[src/rtl/issuequeue_ooo.sv]
// Out-of-order issue queue: entries wait for their sources to be written back,
// and the oldest ready entry (tracked by an age matrix) is moved into a single
// output register feeding one execute pipe. A redirect flush removes only the
// entries younger than the redirecting robidx.
module issuequeue_ooo #(
  parameter int DEPTH     = 8,
  parameter int PREG_W    = 6,
  parameter int ROB_W     = 6,
  parameter int PAYLOAD_W = 128,
  parameter int WB_PORTS  = 2
) (
  input  logic                          clock,
  input  logic                          reset_n,
  input  logic                          enq_valid,
  output logic                          enq_ready,
  input  logic [PREG_W-1:0]             enq_prs1,
  input  logic [PREG_W-1:0]             enq_prs2,
  input  logic                          enq_src1_is_reg,
  input  logic                          enq_src2_is_reg,
  input  logic                          enq_src1_state,
  input  logic                          enq_src2_state,
  input  logic                          enq_robidx_flag,
  input  logic [ROB_W-1:0]              enq_robidx,
  input  logic [PAYLOAD_W-1:0]          enq_payload,
  output logic                          deq_valid,
  input  logic                          deq_ready,
  output logic [PREG_W-1:0]             deq_prs1,
  output logic [PREG_W-1:0]             deq_prs2,
  output logic                          deq_robidx_flag,
  output logic [ROB_W-1:0]              deq_robidx,
  output logic [PAYLOAD_W-1:0]          deq_payload,
  input  logic [WB_PORTS-1:0]           wb_valid,
  input  logic [WB_PORTS-1:0]           wb_need_to_wb,
  input  logic [WB_PORTS*PREG_W-1:0]    wb_prd,
  input  logic                          flush_valid,
  input  logic                          flush_robidx_flag,
  input  logic [ROB_W-1:0]              flush_robidx,
  output logic [$clog2(DEPTH+1)-1:0]    count
);

  localparam int IDX_W = (DEPTH > 1) ? $clog2(DEPTH) : 1;
  localparam int CNT_W = $clog2(DEPTH+1);

  // Entry state. r_age[i][j] = 1 means entry i is older than entry j.
  logic [DEPTH-1:0]     r_valid;
  logic [DEPTH-1:0]     r_busy1;
  logic [DEPTH-1:0]     r_busy2;
  logic [DEPTH-1:0]     r_age [DEPTH];
  logic [DEPTH-1:0]     r_flag;
  logic [PREG_W-1:0]    r_prs1 [DEPTH];
  logic [PREG_W-1:0]    r_prs2 [DEPTH];
  logic [ROB_W-1:0]     r_rob [DEPTH];
  logic [PAYLOAD_W-1:0] r_payload [DEPTH];

  // Output register
  logic                 r_deq_valid;
  logic [PREG_W-1:0]    r_deq_prs1;
  logic [PREG_W-1:0]    r_deq_prs2;
  logic                 r_deq_flag;
  logic [ROB_W-1:0]     r_deq_rob;
  logic [PAYLOAD_W-1:0] r_deq_payload;

  logic [WB_PORTS-1:0]  w_wake;
  logic [DEPTH-1:0]     w_clr1, w_clr2;
  logic                 w_enq_hit1, w_enq_hit2;
  logic                 w_enq_busy1, w_enq_busy2;
  logic [DEPTH-1:0]     w_kill, w_ready, w_sel;
  logic [DEPTH-1:0]     w_issue_oh, w_free_oh;
  logic [IDX_W-1:0]     w_sel_idx, w_free_idx;
  logic [CNT_W-1:0]     w_count;
  logic                 w_enq_fire, w_issue, w_deq_kill;

  // younger = wrap flags differ XOR flush index below entry index
  function automatic logic f_younger(input logic fflag, input logic [ROB_W-1:0] frob,
                                     input logic eflag, input logic [ROB_W-1:0] erob);
    return (fflag ^ eflag) ^ (frob < erob);
  endfunction

  assign w_wake = wb_valid & wb_need_to_wb;

  // Match writeback tags against stored sources and against the enqueuing sources
  always_comb begin
    w_clr1     = '0;
    w_clr2     = '0;
    w_enq_hit1 = 1'b0;
    w_enq_hit2 = 1'b0;
    for (int k = 0; k < WB_PORTS; k++) begin
      if (w_wake[k]) begin
        if (wb_prd[k*PREG_W +: PREG_W] == enq_prs1) w_enq_hit1 = 1'b1;
        if (wb_prd[k*PREG_W +: PREG_W] == enq_prs2) w_enq_hit2 = 1'b1;
        for (int i = 0; i < DEPTH; i++) begin
          if (wb_prd[k*PREG_W +: PREG_W] == r_prs1[i]) w_clr1[i] = 1'b1;
          if (wb_prd[k*PREG_W +: PREG_W] == r_prs2[i]) w_clr2[i] = 1'b1;
        end
      end
    end
  end

  assign w_enq_busy1 = enq_src1_state & enq_src1_is_reg & ~w_enq_hit1;
  assign w_enq_busy2 = enq_src2_state & enq_src2_is_reg & ~w_enq_hit2;

  genvar gi;
  generate
    for (gi = 0; gi < DEPTH; gi++) begin : g_entry
      logic w_blocked;
      assign w_kill[gi]  = flush_valid & r_valid[gi] &
                           f_younger(flush_robidx_flag, flush_robidx, r_flag[gi], r_rob[gi]);
      assign w_ready[gi] = r_valid[gi] & ~r_busy1[gi] & ~r_busy2[gi] & ~w_kill[gi];
      // An entry loses select when some other ready entry is older than it
      always_comb begin
        w_blocked = 1'b0;
        for (int j = 0; j < DEPTH; j++) begin
          if (j != gi && w_ready[j] && r_age[j][gi]) w_blocked = 1'b1;
        end
      end
      assign w_sel[gi] = w_ready[gi] & ~w_blocked;
    end
  endgenerate

  // Encode the one-hot oldest-ready vector into an index
  always_comb begin
    w_sel_idx = '0;
    for (int i = 0; i < DEPTH; i++) begin
      if (w_sel[i]) w_sel_idx = IDX_W'(i);
    end
  end

  // Lowest-index free entry (scan downward so the lowest wins)
  always_comb begin
    w_free_idx = '0;
    for (int i = DEPTH-1; i >= 0; i--) begin
      if (!r_valid[i]) w_free_idx = IDX_W'(i);
    end
  end

  // Occupancy as popcount of the valid vector
  always_comb begin
    w_count = '0;
    for (int i = 0; i < DEPTH; i++) begin
      w_count = w_count + CNT_W'(r_valid[i]);
    end
  end

  assign count      = w_count;
  assign enq_ready  = (w_count < CNT_W'(DEPTH)) & ~flush_valid;
  assign w_enq_fire = enq_valid & enq_ready;
  assign w_issue    = (|w_ready) & (~r_deq_valid | deq_ready);
  assign w_issue_oh = w_issue ? w_sel : '0;
  assign w_free_oh  = w_enq_fire ? (DEPTH'(1) << w_free_idx) : '0;
  assign w_deq_kill = flush_valid & r_deq_valid &
                      f_younger(flush_robidx_flag, flush_robidx, r_deq_flag, r_deq_rob);

  // Control state: valids, busy bits, age matrix and output-valid
  always_ff @(posedge clock or negedge reset_n) begin
    if (!reset_n) begin
      r_valid     <= '0;
      r_busy1     <= '0;
      r_busy2     <= '0;
      r_deq_valid <= 1'b0;
      for (int i = 0; i < DEPTH; i++) r_age[i] <= '0;
    end else begin
      r_valid <= (r_valid & ~w_kill & ~w_issue_oh) | w_free_oh;
      r_busy1 <= (r_busy1 & ~w_clr1 & ~w_free_oh) | (w_free_oh & {DEPTH{w_enq_busy1}});
      r_busy2 <= (r_busy2 & ~w_clr2 & ~w_free_oh) | (w_free_oh & {DEPTH{w_enq_busy2}});
      if (w_enq_fire) begin
        // every currently valid entry becomes older than the new one
        for (int i = 0; i < DEPTH; i++) r_age[i][w_free_idx] <= r_valid[i];
        r_age[w_free_idx] <= '0;
      end
      if (w_issue)
        r_deq_valid <= 1'b1;
      else if (w_deq_kill || deq_ready)
        r_deq_valid <= 1'b0;
    end
  end

  // Entry payload storage and output data register (no reset needed)
  always_ff @(posedge clock) begin
    if (w_enq_fire) begin
      r_prs1[w_free_idx]    <= enq_prs1;
      r_prs2[w_free_idx]    <= enq_prs2;
      r_flag[w_free_idx]    <= enq_robidx_flag;
      r_rob[w_free_idx]     <= enq_robidx;
      r_payload[w_free_idx] <= enq_payload;
    end
    if (w_issue) begin
      r_deq_prs1    <= r_prs1[w_sel_idx];
      r_deq_prs2    <= r_prs2[w_sel_idx];
      r_deq_flag    <= r_flag[w_sel_idx];
      r_deq_rob     <= r_rob[w_sel_idx];
      r_deq_payload <= r_payload[w_sel_idx];
    end
  end

  assign deq_valid       = r_deq_valid;
  assign deq_prs1        = r_deq_prs1;
  assign deq_prs2        = r_deq_prs2;
  assign deq_robidx_flag = r_deq_flag;
  assign deq_robidx      = r_deq_rob;
  assign deq_payload     = r_deq_payload;

endmodule
[config.mk]
export PLATFORM = sky130hd
export DESIGN_NAME = issuequeue_ooo
export DESIGN_NICKNAME = d
export VERILOG_FILES = /design/src/rtl/issuequeue_ooo.sv
export SDC_FILE = /design/constraint.sdc
export NUM_CORES = 2
export LEC_CHECK = 0
export CORE_ASPECT_RATIO = 1.25
export CORE_MARGIN = 1.5
export CORE_UTILIZATION = 45
export DETAILED_ROUTE_END_ITERATION = 10
export SKIP_CTS_REPAIR_TIMING = 1
export SLEW_MARGIN = 5
export SYNTH_ARGS = -nofsm -noshare
export SYNTH_HDL_FRONTEND = slang
export SYNTH_SLANG_ARGS = --single-unit
[constraint.sdc]
create_clock -name clock -period 11.75 [get_ports clock]
set_input_delay 2.35 -clock clock [delete_from_list [all_inputs] [get_ports clock]]
set_output_delay 2.35 -clock clock [all_outputs]
set_load 0.02 [all_outputs]
Yosys cells after proc, flatten, opt, wreduce, memory -nomap -nowiden
Memories as Yosys holds them, arrays and structs flattened. A register that Yosys moved wholly into a read port is not among the register bits.
Cells that the tools add are included.

cells by class
  add/subtract/negate cells = 7
  $lt $le $gt $ge = 15
  equality and inequality tests = 36
  shift operators = 1
  muxes and demuxes = 136
  bitwise logic cells = 132
  reductions and logical operators = 61

operators with widths
  operator             count
  $eq 6x6->1           36
  $mux 1               103
  $bwmux 8             9
  $and 64x64->64       1
  $and 8x8->8          8
  $not 64->64          1
  $logic_and 1x1->1    58
  $and 1x1->1          57
  $mux 8               7
  $lt 6x6->1           9
  $mux 3               14
  $not 8->8            5
  $not 1->1            36
  $demux 8 s3          1
  $or 8x8->8           3
  $xor 1x1->1          18
  $add 4x1->4          4
  $lt 3x4->1 const B   2
  $reduce_or 8->1      1
  $shl 1x3->8 const A  1
  $add 3x1->4          1
  $ge 4x4->1 const B   1
  $lt 4x1->1 const B   1
  $lt 4x4->1 const B   1
  other kinds (10)     10

word-level totals
  flip-flop bits (word level) = 98
  bits in writable memories = 1168
  input bits = 179
  output and inout port bits = 153
  word-level logic and storage cells = 406
  memories = 4

memories
  name       words  width  read ports  clocked after Yosys merged registers in  write ports  RTL line  text
  r_payload  8      128    1           1                                        1            53        logic [PAYLOAD_W-1:0] r_payload [DEPTH];
  r_prs1     8      6      9           1                                        1            50        logic [PREG_W-1:0] r_prs1 [DEPTH];
  r_prs2     8      6      9           1                                        1            51        logic [PREG_W-1:0] r_prs2 [DEPTH];
  r_rob      8      6      9           1                                        1            52        logic [ROB_W-1:0] r_rob [DEPTH];

Longest topological paths before layout
An unclocked memory read counts as a cell.

  word-level depth = 25
  mapped depth = 16
  depth with buffers taken out = 15

Worst setup path after synthesis
No wires, ideal clock.

  path type = input -> register
  start point = input flush_robidx[5]
  end point = register r_valid[3]
  library setup time = 131 ps
  data arrival time = 10853 ps
  data required time = 11619 ps
  path slack = 766 ps
  stages on the path = 10
  buffers on the path = 0
  cells stage by stage = ha_1 a21oi_1 o221a_2 mux2_2 nor3_2 or3_1 nor3_1 nor2_1 a21oi_1 or2_2

between the ends
  elaborated cells on any way between the ends = 64
  those cells by class = order compare: 8; mux: 8; bitwise: 40; reduce/logical: 8

RTL lines
  element               RTL line  text
  start, declared       37        input logic [ROB_W-1:0] flush_robidx,
  $lt 6x6->1            76        return (fflag ^ eflag) ^ (frob < erob);
  $xor 1x1->1           76
  $and 1x1->1           106       assign w_kill[gi] = flush_valid & r_valid[gi] &
  $not 1->1             108       assign w_ready[gi] = r_valid[gi] & ~r_busy1[gi] & ~r_busy2[gi] & ~w_kill[gi];
  $and 1x1->1           108
  $reduce_or 8->1 *     147       assign w_issue = (|w_ready) & (~r_deq_valid | deq_ready);
  $and 1x1->1 *         147
  via w_issue           71        logic w_enq_fire, w_issue, w_deq_kill;
  $mux 8 *              148       assign w_issue_oh = w_issue ? w_sel : '0;
  $not 8->8 *           162       r_valid <= (r_valid & ~w_kill & ~w_issue_oh) | w_free_oh;
  $and 8x8->8 *         162
  $or 8x8->8 *          162
  end signal, assigned  162
  end, declared         45        logic [DEPTH-1:0] r_valid;

Mark *: on every way through the listed nets, which the timed path passes. The rest lies on a longest branch.
A chain may end at the register's enable or synchronous reset.

Worst setup path in the final report
  start point = input flush_robidx[1]
  end point = register r_deq_payload[12] (netlist: deq_payload[12]) (read register of r_payload) (data pin)

between the ends
  word-level cells in the longest chain between the ends = 22
  elaborated cells on any way between the ends = 161
  those cells by class = order compare: 8; mux: 56; bitwise: 47; reduce/logical: 50

RTL lines
  element               RTL line  text
  $lt 6x6->1            76
  $xor 1x1->1           76
  $and 1x1->1           106
  $not 1->1             108
  $and 1x1->1           108
  $logic_and 1x1->1     113       if (j != gi && w_ready[j] && r_age[j][gi]) w_blocked = 1'b1;
  $mux 1 (7 in series)  113
  $not 1->1             116       assign w_sel[gi] = w_ready[gi] & ~w_blocked;
  $and 1x1->1           116
  $mux 1                124       if (w_sel[i]) w_sel_idx = IDX_W'(i);
  $mux 3 (6 in series)  124
  end, declared         61        logic [PAYLOAD_W-1:0] r_deq_payload;

Parallel ways exist; a longest one is shown, timed or not.

==> run metrics <==
switch share=between 20% and 30%; crit end category=flop; CP Max Fanout=147; drt pass-1 iters=5; clock period minus final worst setup slack=7.63 ns; DRT iter0 DRCs=3368; share of layout cells above drive strength 1=roughly 17%; TritonCTS clock tree=built; grt total ovfl=0; # rows=approximately 150; Slew Viols, Final=0; footprint of the multi-input gates=16400 µm²; crit path from=flush_robidx[1]; number of H-tree levels=4; WL final=180000 µm; Slew HR=23.1%; Max Cap Violations=0; top post-synthesis cells by area=edfxtp_1 (66%), dfrtp_1 (3.4%), mux2_2 (2.7%); r2r startpoint=r_valid[3]; Warnings, synthesis=0; Synth top cells by count=edfxtp_1 (1323), inv_1 (202), a21oi_1 (184); CP max-delay cell=buf_4; Pint=a little under 10 mW; cells along the critical path=clkdlybuf4s50_1, ha_1, a21oi_1, o221a_2, mux2i_1, nor3_1, a222oi_1, buf_12, nand2_1, nand4_1, buf_4, buf_4, a221oi_1, o21ai_1; PD cells=194 nW/µm²; combinational group share of total power=a little under a fifth; vias in the first global route=38300; Max IR drop VDD=0.281 mV; unrepaired setup endpoints after global routing=no; FF-to-FF End=r_age[13]; Yosys top cell area share=65.9%; Final ANT Viol Nets=0; Final TNS setup=0 ns; Starting Density=45.5%; Placer Congestion=0.863; Post-synth EDFFs=between 1000 and 1500; net switching power=3.86 mW; CP Depth=14; largest net degree at the start of global routing=154; Die ar.=136000 µm²; Avg Cell Area, Syn=14.6 µm²; IO Count=332; final HPWL from detailed placement=approximately 91000 µm; Hold Path Class=flop to flop; CP Data Arrival Time=8.26 ns; WP buf/inv=4; Worst setup SP type=input port; Die Ht=412 µm; core area=roughly 130000 µm²; crit path kind=input port to flop; clock-pin slew on the worst setup and hold paths=0.06 ns; I/O Buffers=331; DRC=0; Netlist cell types=67; Worst Max-Slew Pin Slew=about 1.2 ns; worst path required time=roughly 12 ns; cell taking the most area after synthesis=edfxtp_1; synthesized net count=4350; reg2reg path depth=17; die width=330 µm; initial antenna violation count=22; Setup Viol. Count Final=0; Final nets=4596; root buffer cell=clkbuf_16; leakage power=24.4 nW; Cells after Synth=4119; number of synthesized register bits=1404; clock sinks=1404; R2R Setup Slk=about 5.4 ns; first-pass GRT wire length=261000 µm; filler cell count in the final layout=11000; CTS buffer count=145; Final Hold Viols=0; Worst Skew=0.0307 ns; outcome=completed; Top delay family on crit path=buffers and inverters; via-per-instance ratio=6.04; Synth Cell Area=60300 µm²; register area share after synthesis=69.3%; Synth Flop Type=edfxtp_1; crit share post-route=64.9%; total track usage=26.3%; Layout area overhead=15.6%; CP max stage delay=0.90 ns; Clk pwr share=33.4%; Util after Layout=52.6%; critical path endpoint=deq_payload[12]; Routed WL per cell=28.9 µm; f_max=0.131 GHz; via count=approximately 38000; clock buffer depth=3; sequential share of power=a little under half; latest clock arrival within the worst-skew pair=0.79 ns; Crit path top cell by count=buf_4; asr flop ratio synth=5.77%; Register Area=41800 µm²; count leader, synth=edfxtp_1
-- state kept, by name, summed over array words and instances, names as in the netlist --
name / cells
r_payload: 1024
deq_payload: 128
r_age: 56
r_prs1: 48
r_prs2: 48
r_rob: 48
r_busy1: 8
r_busy2: 8
r_flag: 8
r_valid: 8
deq_prs1: 6
deq_prs2: 6
deq_robidx: 6
deq_robidx_flag: 1
deq_valid: 1
-- stage by stage --
| stage | cell area, µm² | power [mW] | cells | hold WS (ns) | setup WS [ns] |
|---|---|---|---|---|---|
| finish | 69700 | 13.5 | 6221 | 0.484 | 4.12 |
| global route | 69700 | 13.9 | 6220 | 0.498 | 3.85 |
| CTS | 69700 | 13.6 | 6217 | 0.479 | 4.16 |
| detailed placement | 65100 | 9.10 | 5954 | 0.467 | 3.31 |
| global placement | 65100 | 9.08 | 5954 | 0.461 | 3.39 |
| floorplan | 60300 | 7.84 | 4119 | 0.441 | 0.766 |
-- worst min path at each step --
stage,startpoint,endpoint,slack (ns),cells after the start
after floorplan,r_age[36],r_age[36],0.44,1
after global placement,r_age[60],r_age[60],0.46,1
after detailed placement,r_age[60],r_age[60],0.47,1
after CTS,r_age[60],r_age[60],0.48,1
after global routing,r_age[39],r_age[39],0.50,1
final,r_age[24],r_age[24],0.48,2
-- cell type report --
cell class	instances	area share, %
Antenna cell	4	0.0144
Clock buffer	174	5.50
Clock inverter	89	1.08
Inverter	202	1.10
Multi-Input combinational cell	2213	23.6
Sequential cell	1404	59.9
Tap cell	1736	3.12
Timing Repair Buffer	399	5.72
-- power groups by stage --
stage | clock (mW) | combinational, mW | sequential [mW]
2_1_floorplan | 0 | 1.05 | 6.79
3_3_place_gp | 0 | 2.56 | 6.53
3_5_place_dp | 0 | 2.59 | 6.51
4_1_cts | 4.58 | 2.60 | 6.42
5_1_grt | 4.76 | 2.74 | 6.44
6_report | 4.51 | 2.59 | 6.41
-- cell families (layout without fill, tap and decap cells) --
family | after synthesis | after routing | share of synthesized area [%]
xor gates and xnor gates | 228 | 228 | 3.31
other | 0 | 4 | 0
adders and majority gates | 52 | 52 | 1.13
DFF | 1404 | 1404 | 69.3
buffers and inverters | 502 | 864 | 3.67
and+or+nand+nor | 909 | 909 | 8.51
muxes | 171 | 171 | 3.15
AOI/OAI and AO/OA | 853 | 853 | 10.9
-- layer usage --
layer  up-vias  track usage (%)  part of all wire [%]
li1      16400                -                     -
met1     19400             34.5                    41
met2      1442             43.8                    49
met3       342             4.83                   6.6
met4        30             9.06                   3.0
met5         -                0                  0.11
-- layout by cell type, fill, tap and decap left out, types with 70 or more instances in the layout --
cell type and n:
o21ai_1 141, clkbuf_16 148, nor2_1 76, a221oi_2 70, a31o_2 83, a21oi_1 184
xnor2_1 107, edfxtp_1 1323, inv_1 201, and3_1 146, a221oi_1 78, nor3_1 156
or2_2 148, mux2_2 142, o2111ai_1 148, clkdlybuf4s50_1 330, dfrtp_1 81, and2_1 93
xor2_1 121
-- tightest hold or removal path, cell delays in order, from the launching register on --
cell	delay, ns
dfrtp_1	0.35
nand2_1	0.05
o31ai_1	0.05
(Power assumes the default switching activity.)
